$ cat config.mk
export PLATFORM = sky130hd
export DESIGN_NAME = dsp_pipe_chain_flat
export DESIGN_NICKNAME = d
export VERILOG_FILES = /design/src/rtl/dsp_pkg.sv /design/src/rtl/dsp_pipe_chain_if.sv /design/src/rtl/dsp_pipe_stage.sv /design/src/rtl/dsp_pipe_chain.sv /design/src/flat_wrapper.sv
export SDC_FILE = /design/constraint.sdc
export NUM_CORES = 1
export LEC_CHECK = 0
export CORE_MARGIN = 8
export CORE_UTILIZATION = 51
export DETAILED_ROUTE_END_ITERATION = 6
export GPL_TIMING_DRIVEN = 0
export PLACE_DENSITY = 0.84
export SLEW_MARGIN = 30
export SYNTH_ARGS = -nofsm -noshare
export SYNTH_HDL_FRONTEND = slang
export SYNTH_SLANG_ARGS = --single-unit
$ cat constraint.sdc
create_clock -name CLK -period 4.9 [get_ports CLK]
set_clock_uncertainty 0.05 [all_clocks]
set_input_delay 0.98 -clock CLK [delete_from_list [all_inputs] [get_ports CLK]]
set_output_delay 0.98 -clock CLK [all_outputs]
set_load 0.01 [all_outputs]
$ cat src/rtl/dsp_pkg.sv
// Shared constants and sizing helpers for the DSP48A1 datapath blocks.
package dsp_pkg;

    typedef enum logic {
        RST_SYNC  = 1'b0,
        RST_ASYNC = 1'b1
    } rst_type_e;

    localparam rst_type_e DSP_RST_TYPE = RST_ASYNC;

    localparam int DSP_A_W = 18;
    localparam int DSP_B_W = 18;
    localparam int DSP_C_W = 48;
    localparam int DSP_D_W = 18;
    localparam int DSP_M_W = 36;
    localparam int DSP_P_W = 48;

    // Width of a counter that must hold 0..depth, never narrower than 1.
    function automatic int occ_w(input int depth);
        return (depth < 1) ? 1 : $clog2(depth + 1);
    endfunction

endpackage

$ cat src/rtl/dsp_pipe_chain_if.sv
// Input/output valid-ready handshake bundle for a DSP pipeline chain.
interface dsp_pipe_chain_if
    import dsp_pkg::*;
#(
    parameter int WIDTH = DSP_A_W
);
    logic [WIDTH-1:0] IN;
    logic             IN_VALID;
    logic             IN_READY;
    logic [WIDTH-1:0] OUT;
    logic             OUT_VALID;
    logic             OUT_READY;

    modport master (
        output IN, IN_VALID, OUT_READY,
        input  IN_READY, OUT, OUT_VALID
    );

    modport slave (
        input  IN, IN_VALID, OUT_READY,
        output IN_READY, OUT, OUT_VALID
    );
endinterface

$ cat src/rtl/dsp_pipe_stage.sv
// One data+valid register of the pipeline chain.
module dsp_pipe_stage
    import dsp_pkg::*;
#(
    parameter int               WIDTH   = DSP_A_W,
    parameter logic [WIDTH-1:0] RST_VAL = '0
) (
    input  logic             CLK,
    input  logic             RST,
    input  logic             ld_i,
    input  logic             clr_i,
    input  logic [WIDTH-1:0] data_i,
    input  logic             valid_i,
    output logic [WIDTH-1:0] data_o,
    output logic             valid_o
);

    logic [WIDTH-1:0] data_q, data_d;
    logic             valid_q, valid_d;

    // Data only moves with a valid sample, so a bubble never overwrites it.
    always_comb begin
        data_d  = data_q;
        valid_d = valid_q;
        if (clr_i) begin
            valid_d = 1'b0;
        end else if (ld_i) begin
            valid_d = valid_i;
            if (valid_i) data_d = data_i;
        end
    end

    always_ff @(posedge CLK or posedge RST) begin
        if (RST) begin
            data_q  <= RST_VAL;
            valid_q <= 1'b0;
        end else begin
            data_q  <= data_d;
            valid_q <= valid_d;
        end
    end

    assign data_o  = data_q;
    assign valid_o = valid_q;

endmodule

$ cat src/rtl/dsp_pipe_chain.sv
// Elastic 0..N stage register chain with backpressure, flush and occupancy.
module dsp_pipe_chain
    import dsp_pkg::*;
#(
    parameter int               WIDTH   = 18,
    parameter int               DEPTH   = 2,
    parameter logic [WIDTH-1:0] RST_VAL = '0,
    localparam int              OW      = occ_w(DEPTH)
) (
    input  logic                   CLK,
    input  logic                   RST,
    input  logic                   CE,
    input  logic                   FLUSH,
    dsp_pipe_chain_if.slave        bus,
    output logic [OW-1:0]          OCCUPANCY
);

    logic en;
    assign en = CE & ~FLUSH;

    if (DEPTH == 0) begin : g_bypass
        assign bus.OUT       = bus.IN;
        assign bus.OUT_VALID = bus.IN_VALID & en;
        assign bus.IN_READY  = bus.OUT_READY & en;
        assign OCCUPANCY     = '0;
    end else begin : g_chain
        logic [WIDTH-1:0] data [DEPTH];
        logic [DEPTH-1:0] vld;
        logic [DEPTH-1:0] rdy;
        logic [OW-1:0]    occ_q, occ_d;
        logic             in_xfer, out_xfer;

        for (genvar i = 0; i < DEPTH; i++) begin : g_stage
            logic [WIDTH-1:0] up_data;
            logic             up_vld;

            // Unrolled ready chain: stalls only if every stage downstream is full.
            assign rdy[i] = bus.OUT_READY | ~(&vld[DEPTH-1:i]);

            if (i == 0) begin : g_head
                assign up_data = bus.IN;
                assign up_vld  = bus.IN_VALID;
            end else begin : g_body
                assign up_data = data[i-1];
                assign up_vld  = vld[i-1];
            end

            dsp_pipe_stage #(
                .WIDTH   (WIDTH),
                .RST_VAL (RST_VAL)
            ) u_stage (
                .CLK     (CLK),
                .RST     (RST),
                .ld_i    (en & rdy[i]),
                .clr_i   (FLUSH),
                .data_i  (up_data),
                .valid_i (up_vld),
                .data_o  (data[i]),
                .valid_o (vld[i])
            );
        end

        assign bus.IN_READY  = rdy[0] & en;
        assign bus.OUT_VALID = vld[DEPTH-1] & en;
        assign bus.OUT       = data[DEPTH-1];

        assign in_xfer  = bus.IN_VALID & bus.IN_READY;
        assign out_xfer = bus.OUT_VALID & bus.OUT_READY;

        always_comb begin
            occ_d = occ_q;
            unique case (1'b1)
                FLUSH:                occ_d = '0;
                in_xfer & ~out_xfer:  occ_d = occ_q + OW'(1);
                out_xfer & ~in_xfer:  occ_d = occ_q - OW'(1);
                default:              ;
            endcase
        end

        always_ff @(posedge CLK or posedge RST) begin
            if (RST) occ_q <= '0;
            else     occ_q <= occ_d;
        end

        assign OCCUPANCY = occ_q;
    end

endmodule

$ cat src/flat_wrapper.sv
// flat-port wrapper written by rule: the top's interface ports become plain ports
module dsp_pipe_chain_flat import dsp_pkg::*;
#(
    parameter int               WIDTH   = 18,
    parameter int               DEPTH   = 2,
    parameter logic [WIDTH-1:0] RST_VAL = '0,
    localparam int              OW      = occ_w(DEPTH)
)
  (CLK, RST, CE, FLUSH, OCCUPANCY, bus_IN, bus_IN_VALID, bus_OUT_READY, bus_IN_READY, bus_OUT, bus_OUT_VALID);
  dsp_pipe_chain_if #(.WIDTH(WIDTH)) bus_i ();
  input  logic CLK;
  input  logic RST;
  input  logic CE;
  input  logic FLUSH;
  output logic [OW-1:0] OCCUPANCY;
  input wire logic [$bits(bus_i.IN)-1:0] bus_IN;
  input wire logic [$bits(bus_i.IN_VALID)-1:0] bus_IN_VALID;
  input wire logic [$bits(bus_i.OUT_READY)-1:0] bus_OUT_READY;
  output wire logic [$bits(bus_i.IN_READY)-1:0] bus_IN_READY;
  output wire logic [$bits(bus_i.OUT)-1:0] bus_OUT;
  output wire logic [$bits(bus_i.OUT_VALID)-1:0] bus_OUT_VALID;
  assign bus_i.IN = bus_IN;
  assign bus_i.IN_VALID = bus_IN_VALID;
  assign bus_i.OUT_READY = bus_OUT_READY;
  assign bus_IN_READY = bus_i.IN_READY;
  assign bus_OUT = bus_i.OUT;
  assign bus_OUT_VALID = bus_i.OUT_VALID;
  dsp_pipe_chain #(.WIDTH(WIDTH), .DEPTH(DEPTH), .RST_VAL(RST_VAL)) u_core (.CLK(CLK), .RST(RST), .CE(CE), .FLUSH(FLUSH), .bus(bus_i), .OCCUPANCY(OCCUPANCY));
endmodule
**Word level (Yosys, flattened, before mapping)**

Cells that the tools add are included.

- Reduce and logical (&&, ||, !) cells: 6
- Multiplexer cells: 5
- $add $sub $neg: 2
- Bitwise operators: 15

Operator list:

| kind | number |
|---|---|
| $and A1 B1 Y1 | 8 |
| $pmux W2 S3 | 1 |
| $reduce_and A3 Y1 | 2 |
| $not A1 Y1 | 5 |
| $mux W1 | 4 |
| $reduce_bool A2 Y1 | 2 |
| $reduce_bool A3 Y1 | 1 |
| $add A2 B1 Y2 const B | 1 |
| $or A1 B1 Y1 | 2 |
| $reduce_and A2 Y1 | 1 |
| $sub A2 B1 Y2 const B | 1 |

- Word-level logic and storage cells: 33
- Register bits: 40
- Output and inout bits: 22

**Logic depth before layout (Yosys ltp)**

Gate-level depths: netlist of the first run.

- Depth in word-level cells: 8
- Gate-level depth with buffers: 8
- Mapped depth without buffers: 7

**Modules after synthesis**

From an unflattened synthesis of the first run, not the netlist that was laid out.

- Cells, all modules: 108
- Area total of the unflattened synthesis: 1726.7 µm²

Modules (own cells, without submodules):

| module | area an instance (µm²) | times used | cells each |
|---|---|---|---|
| dsp_pipe_stage | 764.5 | 2 | 42 |
| dsp_pipe_chain | 197.7 | 1 | 24 |

**Worst setup path after synthesis of the first run**

No wires, ideal clock.

- Path type: input -> register
- From: input bus_OUT_READY
- To: register u_core.g_chain.occ_q[1] (netlist: u_core.OCCUPANCY[1])
- Path slack: 2.364 ns
- Stages: 8
- Path buffers: 1
- Arrival time: 2.365 ns
- Library setup time: 0.121 ns
- Cells stage by stage: and2b_2 > a21oi_1 > buf_4 > inv_1 > ha_1 > nor2b_1 > a211o_1 > a22o_1

- Word-level cells in the longest chain between the ends: 6

RTL lines:

| item | RTL line | source |
|---|---|---|
| from (decl) | flat_wrapper.sv:18 | `input wire logic [$bits(bus_i.OUT_READY)-1:0] bus_OUT_READY;` |
| $or A1 B1 Y1 | dsp_pipe_chain.sv:38 | `assign rdy[i] = bus.OUT_READY \| ~(&vld[DEPTH-1:i]);` |
| $and A1 B1 Y1 | dsp_pipe_chain.sv:63 | `assign bus.IN_READY = rdy[0] & en;` |
| $and A1 B1 Y1 | dsp_pipe_chain.sv:67 | `assign in_xfer = bus.IN_VALID & bus.IN_READY;` |
| $not A1 Y1 | dsp_pipe_chain.sv:75 | `out_xfer & ~in_xfer: occ_d = occ_q - OW'(1);` |
| $and A1 B1 Y1 | dsp_pipe_chain.sv:75 |  |
| $pmux W2 S3 / $reduce_bool A3 Y1 (equally long branches) | - |  |
| to (signal assigned) | dsp_pipe_chain.sv:81 | `if (RST) occ_q <= '0;` |
| to (signal assigned) | dsp_pipe_chain.sv:82 | `else occ_q <= occ_d;` |
| to (decl) | dsp_pipe_chain.sv:30 | `logic [OW-1:0] occ_q, occ_d;` |

Parallel ways exist; a longest one is shown, timed or not.
A chain may end at the register's enable or synchronous reset.

**Final worst setup path of the first run**

- From: input CE
- To: output bus_IN_READY

- Word-level cells in the longest chain between the ends: 2

RTL lines:

| item | RTL line | source |
|---|---|---|
| from (decl) | flat_wrapper.sv:13 | `input logic CE;` |
| $and A1 B1 Y1 | dsp_pipe_chain.sv:19 | `assign en = CE & ~FLUSH;` |
| $and A1 B1 Y1 | dsp_pipe_chain.sv:63 |  |
| to (decl) | flat_wrapper.sv:19 | `output wire logic [$bits(bus_i.IN_READY)-1:0] bus_IN_READY;` |

Every way passes these cells.

==> results of run 1 <==
==> Yosys cell counts <==
cell,number
buf_12,1
a22oi_1,1
buf_4,2
a211o_1,1
mux2_4,10
a21oi_1,3
and3b_1,1
nor2b_2,1
nor3_1,2
nor2b_1,1
o21ai_0,1
nand2_1,2
xor2_1,1
inv_1,4
o21ba_2,1
dfrtp_1,40
buf_6,1
a21o_1,1
and3_2,1
nand3b_1,1
mux2_2,26
a22o_1,1
ha_1,2
and2_1,1
nor2_1,1
a21boi_0,1
and2b_2,1
==> cells in the final DEF (no fill, tap or decap), drive strengths merged <==
master and count:
a211o 1, a21boi 1, a21o 1, a21oi 3, a22o 1, a22oi 1, and2 1, and2b 1
and3 1, and3b 1, buf 5, bufinv 1, clkbuf 7, clkdlybuf4s50 45, dfrtp 40, ha 2
inv 4, mux2 36, nand2 2, nand3b 1, nor2 1, nor2b 2, nor3 2, o21ai 1
o21ba 1, xor2 1
==> power by group through the flow <==
stage | clock, W | combinational, W | sequential (W)
6_report | 0.000240 | 0.000286 | 0.000459
5_1_grt | 0.000258 | 0.000306 | 0.000471
4_1_cts | 0.000244 | 0.000293 | 0.000461
3_5_place_dp | 0 | 0.000291 | 0.000467
3_3_place_gp | 0 | 0.000282 | 0.000461
2_1_floorplan | 0 | 0.000108 | 0.000486
==> state kept, by name, indices dropped and copies added (netlist names) <==
name,flops
u_core.g_chain.g_stage.u_stage.valid_o,2
u_core.OCCUPANCY,2
u_core.g_chain.g_stage.u_stage.data_o,36
==> through the flow <==
| step | hold WS, ps | utilization (%) | instance area, µm² | power [W] | instances |
|---|---|---|---|---|---|
| after global placement | 432 | 67.3 | 2190 | 0.000743 | 200 |
| after global routing | 483 | 70.8 | 2310 | 0.00103 | 209 |
| final | 453 | 70.8 | 2310 | 0.000985 | 209 |
| after floorplan | 425 | - | 1680 | 0.000594 | 109 |
| after CTS | 459 | 70.8 | 2310 | 0.000997 | 209 |
| after detailed placement | 440 | 67.9 | 2210 | 0.000759 | 201 |
==> area by class of cell <==
type	count	area [µm²]	area share, %
multi-input cells	61	622	27.0
flip-flops and latches	40	1000	43.4
clock inverters	1	30.0	1.30
clock buffers	7	65.1	2.82
inverters	4	15.0	0.651
repair buffers	46	470	20.4
plain buffers	4	46.3	2.01
well taps	46	57.6	2.49
==> cell families (layout without fill, tap and decap cells) <==
group	Yosys count	after routing	share of synthesized area, %
flip-flops	40	40	59.4
multiplexers	36	36	26.3
AND/OR/NAND/NOR	12	12	4.46
AO/OA/AOI/OAI	10	10	4.16
buffers and inverters	8	62	3.64
adder cells (fa/ha/maj)	2	2	1.49
XOR/XNOR	1	1	0.520
==> worst max-delay path: stages <==
cell and delay (ps):
clkdlybuf4s50_1 560, nor2b_2 210, a21boi_0 200, clkdlybuf4s50_1 570
==> metal layers <==
layer | track usage [%] | vias up | part of all wire [%] | wire length (µm)
li1 | - | 484 | - | -
met1 | 15.0 | 527 | 40 | 1310
met2 | 21.2 | 28 | 50 | 1630
met3 | 4.23 | 8 | 6.2 | 201
met4 | 9.98 | 0 | 3.1 | 100
met5 | 0 | - | 0 | 0
==> path summary, 6_finish.rpt <==
kind,start,end,slack [ps],cells after the start
max,CE,bus_IN_READY,1350,4
min,u_core.g_chain.g_stage[0].u_stage.data_o[2]$_DFFE_PP0P_,u_core.g_chain.g_stage[1].u_stage.data_o[2]$_DFFE_PP0P_,450,1
max reg2reg,u_core.g_chain.g_stage[1].u_stage.valid_o$_DFFE_PP0P_,u_core.OCCUPANCY[1]$_DFFE_PP0P_,2800,8
min reg2reg,u_core.g_chain.g_stage[0].u_stage.data_o[2]$_DFFE_PP0P_,u_core.g_chain.g_stage[1].u_stage.data_o[2]$_DFFE_PP0P_,450,1
max in group asynchronous,RST,u_core.g_chain.g_stage[0].u_stage.data_o[5]$_DFFE_PP0P_,3530,3
min in group asynchronous,RST,u_core.g_chain.g_stage[1].u_stage.data_o[16]$_DFFE_PP0P_,840,2
==> run_results.csv, run 1 <==
group,metric,value,unit
outcome,status,"finished clean",
sta,rsz0062_at_grt,"false",
cts,cts_max_level,2,
cts,clkSlewWorstSetupHoldPaths,110,ps
worst_setup_path,cp-start-kind,"input pin",
place,dp_hpwl,2.51,mm
finish,fill_cells,242,
cts,clockBufferDepth,2,
worst_setup_path,arrival,2520,ps
power_and_ir_drop,netSwitchingFraction,24.4,%
route,drc,0,
grt,antenna_found_initial,0,
cts,clock_tree.root_cell,"clkbuf_4",
route,vias_per_cell,5.01,
grt,grt_pass1_wl,5.33,mm
finish,drive_above_1_share,33.1,%
cts,cts_buffers,5,
floorplanning,rows,21,
place,post-place-ws,1360,ps
power_and_ir_drop,p_switching,0.000240,W
floorplanning,io_pins,46,
route,drtIter0Drc,51,
floorplanning,core_area,3260,µm²
floorplanning,die_h,73.5,µm
finish,areaGrowthSynthToFinish,37.0,%
power_and_ir_drop,p_per_area,427,nW/µm²
worst_setup_path,cp_max_fo,6,
logic_synthesis,synth.largest_area_cell,"dfrtp_1",
sta,finalWorstSetupSlack,1350,ps
worst_setup_path,worstSetupPathType,"input pin to primary output",
sta,final_hold_viol_count,0,
cts,cts_resized,0,
sta,setup_viol,0,
route,firstDrtPassIters,4,
sta,post-route-min-period,3550,ps
worst_setup_path,required,3870,ps
power_and_ir_drop,share_seq_of_total_power,46.6,%
route,num_vias,1047,
route,wirelength,3.24,mm
floorplanning,dieArea,5400,µm²
sta,drv_slew,0,
logic_synthesis,yosysWarnings,0,
cts,cts_hold_buf,0,
logic_synthesis,ys_seq_elements,40,
min_path,hold_class,"flop to flop",
worst_setup_path,cp-end-kind,"primary output",
logic_synthesis,avgSynthCellArea,15.5,µm²
run,drv_cap,0,
floorplanning,initial_core_util,51.7,%
cts,cts.sinks,40,
logic_synthesis,synth_cell_types,27,
power_and_ir_drop,clockPowerShare,24.3,%
place,routabilityCongestion,0.712,
logic_synthesis,yosys-top-cells-area,"dfrtp_1 (59%), mux2_2 (17%), mux2_4 (8.9%)",
grt,grt_max_degree,28,
logic_synthesis,synth-seq-area-share,59.4,%
power_and_ir_drop,combPwrFrac,29.0,%
logic_synthesis,synthCells,109,
power_and_ir_drop,worst_ir_drop_vdd,0.215,mV
logic_synthesis,synth_area,1680,µm²
cts,clk_latency,340,ps
cts,cts_tree,"built",
grt,first_global_vias,1125,
route,post_drt_wl_per_cell,15.5,µm
sta,tightest_slew,313,ps
sta,slew_headroom,79.0,%
grt,grt_use_total,13.5,%
place,portBuffers,45,
finish,fin_nets,188,
power_and_ir_drop,p_leak,1.02,nW
finish,diodes,0,
sta,final.setup.tns,0,ps
grt,overflow,0,
sta,max_freq,282,MHz
logic_synthesis,synth_top_area_share,59.4,%
route,ant_nets,0,
cts,post_cts_buffers,0,
logic_synthesis,syn_nets,135,
floorplanning,die_w,73.5,µm
power_and_ir_drop,p_int,0.000745,W
sta,finalCritPeriodShare,72.4,%
Power figures use the tool's default switching activity.
==> run 2, diff against run 1 <==
- CORE_UTILIZATION: 51 -> 47
- PLACE_DENSITY: 0.84 -> 0.78
- clock period: 4.9 -> 3.4 ns (I/O delays scaled with it)
==> run_results.csv, run 2 (synthesis results as in run 1) <==
group,metric,value,unit
outcome,status,"finished clean",
sta,final_hold_viol_count,0,
floorplanning,die_h,75.9,µm
place,dp_hpwl,2.63,mm
grt,first_global_vias,1109,
power_and_ir_drop,p_per_area,581,nW/µm²
floorplanning,rows,21,
cts,cts_hold_buf,0,
cts,cts_resized,0,
route,firstDrtPassIters,3,
route,post_drt_wl_per_cell,16.4,µm
route,ant_nets,0,
cts,clk_latency,330,ps
sta,slew_headroom,74.9,%
finish,mostFrequentLayoutCell,"clkdlybuf4s50_1",
sta,drv_slew,0,
sta,rsz0062_at_grt,"false",
worst_setup_path,cp-start-kind,"input pin",
floorplanning,core_area,3390,µm²
cts,cts_max_level,2,
worst_setup_path,cp_top_family,"buffers and inverters",
finish,finish.utilization,67.0,%
sta,final.setup.tns,0,ps
worst_setup_path,crit_path_top_delay_cell,"clkdlybuf4s50_1",
grt,grt_use_total,12.9,%
route,num_vias,1032,
cts,post_cts_buffers,0,
grt,antenna_found_initial,0,
worst_setup_path,worstSetupPathType,"input pin to primary output",
worst_setup_path,worstPathCellList,"clkdlybuf4s50_1 -> nor2b_2 -> a21boi_0 -> clkdlybuf4s50_1",
floorplanning,initial_core_util,49.7,%
power_and_ir_drop,worst_ir_drop_vdd,0.282,mV
place,post-place-ws,480,ps
place,routabilityCongestion,0.698,
worst_setup_path,slowest_delay,560,ps
grt,overflow,0,
floorplanning,die_w,75.9,µm
route,wirelength,3.42,mm
power_and_ir_drop,p_leak,1.00,nW
sta,finalCritPeriodShare,86.4,%
worst_setup_path,worst-path-buf-inv,2,
route,vias_per_cell,4.94,
worst_setup_path,crit_top_cell,"clkdlybuf4s50_1",
cts,clock_tree.root_cell,"clkbuf_4",
cts,cts.sinks,40,
finish,diodes,0,
sta,finalWorstSetupSlack,463,ps
worst_setup_path,required,2670,ps
cts,cts_buffers,5,
cts,cts_tree,"built",
sta,post-route-min-period,2940,ps
cts,clkSlewWorstSetupHoldPaths,110,ps
place,portBuffers,45,
finish,largest_register_ffs,36,
sta,setup_viol,0,
grt,grt_max_degree,32,
worst_setup_path,arrival,2210,ps
floorplanning,io_pins,46,
grt,grt_pass1_wl,5.41,mm
sta,tightest_slew,373,ps
min_path,hold_class,"flop to flop",
power_and_ir_drop,finalPower,0.00132,W
finish,drive_above_1_share,31.9,%
worst_setup_path,cp-end-kind,"primary output",
floorplanning,dieArea,5750,µm²
worst_setup_path,cp_max_fo,6,
sta,max_freq,341,MHz
cts,clockBufferDepth,2,
route,drtIter0Drc,69,
run,drv_cap,0,
finish,final_cell_mix,"clkdlybuf4s50_1 (45), dfrtp_1 (40), mux2_2 (26), mux2_4 (10), clkbuf_4 (5)",
finish,areaGrowthSynthToFinish,34.8,%
route,drc,0,
finish,fin_nets,188,
## run 2: cell count changes in the layout (fill, tap and decap cells not counted)
cell and change:
clkbuf_8 -1, bufinv_16 -1, clkbuf_1 +2
## run 2: layer usage
metal	track usage, %	up-vias	part of all wire (%)
li1	-	492	-
met1	14.6	509	41
met2	22.1	26	51
met3	3.42	5	5.3
met4	6.40	0	1.8
met5	0	-	0
## run 2: cell type report
class / instances / area, µm²
plain buffers: 4 / 46.3
flip-flops and latches: 40 / 1000
fillers: 234 / 1120
well taps: 46 / 57.6
clock buffers: 8 / 58.8
multi-input cells: 61 / 622
repair buffers: 46 / 470
inverters: 4 / 15.0
## run 2: final timing paths
check / to / slack [ps] / startpoint / depth (start not counted)
max in group asynchronous: u_core.g_chain.g_stage[0].u_stage.data_o[14]$_DFFE_PP0P_ / 2330 / RST / 3
max: bus_IN_READY / 460 / CE / 4
max reg2reg: u_core.OCCUPANCY[1]$_DFFE_PP0P_ / 1310 / u_core.g_chain.g_stage[1].u_stage.valid_o$_DFFE_PP0P_ / 8
min reg2reg: u_core.g_chain.g_stage[1].u_stage.data_o[3]$_DFFE_PP0P_ / 460 / u_core.g_chain.g_stage[0].u_stage.data_o[3]$_DFFE_PP0P_ / 1
min in group asynchronous: u_core.g_chain.g_stage[1].u_stage.data_o[17]$_DFFE_PP0P_ / 540 / RST / 2
min: u_core.g_chain.g_stage[1].u_stage.data_o[3]$_DFFE_PP0P_ / 460 / u_core.g_chain.g_stage[0].u_stage.data_o[3]$_DFFE_PP0P_ / 1
## run 2: metrics by stage
stage	area [µm²]	hold slack (ps)	std cells
3_3_place_gp	2190	433	200
5_1_grt	2270	480	209
4_1_cts	2270	466	209
3_5_place_dp	2210	438	201
2_1_floorplan	1680	425	109
6_report	2270	464	209
## run 2: where the power goes
| group | internal (W) | leakage (nW) | switching [W] | total, W |
|---|---|---|---|---|
| registers | 0.000597 | 0.489 | 0.0000666 | 0.000664 |
| logic | 0.000282 | 0.482 | 0.000132 | 0.000414 |
| clock network | 0.000102 | 0.0326 | 0.000141 | 0.000243 |
| total | 0.000981 | 1.00 | 0.000339 | 0.00132 |
==> run 3, diff against run 2 <==
- RECOVER_POWER: unset -> 25
==> run_results.csv, run 3 (synthesis results as in run 1) <==
group,metric,value,unit
route,ant_nets,0,
worst_setup_path,slowest_delay,560,ps
cts,clkSlewWorstSetupHoldPaths,110,ps
finish,final_cell_mix,"clkdlybuf4s50_1 (44), dfrtp_1 (40), mux2_2 (26), mux2_4 (10), clkbuf_4 (5)",
sta,holdWs,464,ps
power_and_ir_drop,worst_ir_drop_vdd,0.282,mV
worst_setup_path,r2r_cells,8,
sta,final_hold_viol_count,0,
grt,grt_pass1_wl,5.41,mm
sta,finalCritPeriodShare,86.4,%
floorplanning,die_h,75.9,µm
sta,setup_viol,0,
cts,clk_latency,330,ps
cts,post_cts_buffers,0,
sta,final.setup.tns,0,ps
route,num_vias,1033,
worst_setup_path,cp-start-kind,"input pin",
outcome,failed_checks,"max-capacitance violations, max-slew violations",
cts,clockBufferDepth,2,
place,dp_hpwl,2.63,mm
worst_setup_path,r2r_end,"u_core.OCCUPANCY[1]$_DFFE_PP0P_",
worst_setup_path,crit_path_end,"bus_IN_READY",
route,wirelength,3.43,mm
floorplanning,initial_core_util,49.7,%
finish,largest_register_ffs,36,
cts,cts_hold_buf,0,
cts,cts_max_level,2,
route,post_drt_wl_per_cell,16.4,µm
cts,clock_tree.root_cell,"clkbuf_4",
power_and_ir_drop,p_leak,0.996,nW
place,postPlaceCellArea,2210,µm²
worst_setup_path,critPathLaunch,"CE",
worst_setup_path,worstSetupPathType,"input pin to primary output",
worst_setup_path,r2r_start,"u_core.g_chain.g_stage[1].u_stage.valid_o$_DFFE_PP0P_",
run,drv_cap,1,
sta,tightest_slew,1640,ps
grt,grt_use_total,12.9,%
cts,cts_resized,0,
finish,fill_cells,237,
min_path,hold_class,"flop to flop",
floorplanning,io_pins,46,
sta,slew_headroom,-9.32,%
place,portBuffers,45,
route,drc,0,
grt,grt_max_degree,32,
finish,drive_above_1_share,30.7,%
route,drtIter0Drc,69,
power_and_ir_drop,finalPower,0.00132,W
sta,rsz0062_at_grt,"false",
worst_setup_path,cp_max_fo,6,
finish,areaGrowthSynthToFinish,33.9,%
finish,finish.utilization,66.5,%
grt,first_global_vias,1109,
worst_setup_path,crit_top_cell,"clkdlybuf4s50_1",
worst_setup_path,required,2670,ps
floorplanning,core_area,3390,µm²
sta,drv_slew,32,
floorplanning,rows,21,
worst_setup_path,crit_path_top_delay_cell,"clkdlybuf4s50_1",
grt,overflow,0,
cts,cts.sinks,40,
worst_setup_path,r2r_slack,1310,ps
power_and_ir_drop,p_per_area,584,nW/µm²
worst_setup_path,cp-end-kind,"primary output",
cts,cts_tree,"built",
floorplanning,die_w,75.9,µm
floorplanning,dieArea,5750,µm²
route,firstDrtPassIters,3,
place,routabilityCongestion,0.698,
cts,cts_buffers,5,
grt,antenna_found_initial,0,
route,vias_per_cell,4.94,
finish,diodes,0,
worst_setup_path,arrival,2210,ps
sta,max_freq,341,MHz
sta,post-route-min-period,2940,ps
finish,stdcell_area,2250,µm²
outcome,status,"finished, violations left",
finish,mostFrequentLayoutCell,"clkdlybuf4s50_1",
finish,fin_nets,188,
worst_setup_path,worstPathCellList,"clkdlybuf4s50_1 -> nor2b_2 -> a21boi_0 -> clkdlybuf4s50_1",
run 3: cell types whose count changed in the layout (fill, tap and decap cells not counted):
cell and change:
inv_1 +1, clkdlybuf4s50_1 -1, dlygate4sd3_1 +1, clkbuf_1 +1
inv_2 -1, buf_12 -1
run 3: worst min-delay path by stage:
stage / from / endpoint / depth (start not counted)
CTS: u_core.g_chain.g_stage[0].u_stage.data_o[12]$_DFFE_PP0P_ / u_core.g_chain.g_stage[1].u_stage.data_o[12]$_DFFE_PP0P_ / 1
floorplan: u_core.g_chain.g_stage[0].u_stage.data_o[10]$_DFFE_PP0P_ / u_core.g_chain.g_stage[0].u_stage.data_o[10]$_DFFE_PP0P_ / 1
detailed placement: u_core.g_chain.g_stage[0].u_stage.data_o[10]$_DFFE_PP0P_ / u_core.g_chain.g_stage[1].u_stage.data_o[10]$_DFFE_PP0P_ / 1
finish: u_core.g_chain.g_stage[0].u_stage.data_o[3]$_DFFE_PP0P_ / u_core.g_chain.g_stage[1].u_stage.data_o[3]$_DFFE_PP0P_ / 1
global route: u_core.g_chain.g_stage[0].u_stage.data_o[3]$_DFFE_PP0P_ / u_core.g_chain.g_stage[1].u_stage.data_o[3]$_DFFE_PP0P_ / 1
global placement: u_core.g_chain.g_stage[0].u_stage.data_o[9]$_DFFE_PP0P_ / u_core.g_chain.g_stage[1].u_stage.data_o[9]$_DFFE_PP0P_ / 1
run 3: area by class of cell:
cell class | count | area, µm² | area share, %
well taps | 46 | 57.6 | 2.55
flip-flops and latches | 40 | 1000 | 44.4
plain buffers | 4 | 46.3 | 2.05
clock buffers | 8 | 58.8 | 2.61
multi-input cells | 61 | 622 | 27.6
repair buffers | 46 | 454 | 20.1
inverters | 4 | 15.0 | 0.666
run 3: per-layer routing:
metal	track usage, %	share of wire, %
met1	14.6	41
met2	22.1	51
met3	3.42	5.3
met4	6.40	1.8
met5	0	0
run 3: per-stage QoR:
stage          setup slack, ps  cells
2_1_floorplan             1160    109
3_3_place_gp               480    200
3_5_place_dp               480    201
4_1_cts                    457    209
5_1_grt                    338    209
6_report                   463    209
run 3: where the power goes:
part / switching [W] / leakage, nW / internal, W / total (W)
Sequential: 0.0000666 / 0.489 / 0.000597 / 0.000663
Combinational: 0.000132 / 0.475 / 0.000279 / 0.000411
Clock: 0.000141 / 0.0326 / 0.000102 / 0.000243
run 3: worst max-delay path, delay by kind of cell:
family | cells | cell delay [ps]
and+or+nand+nor | 1 | 220
AOI/OAI and AO/OA | 1 | 190
buffers and inverters | 2 | 1120
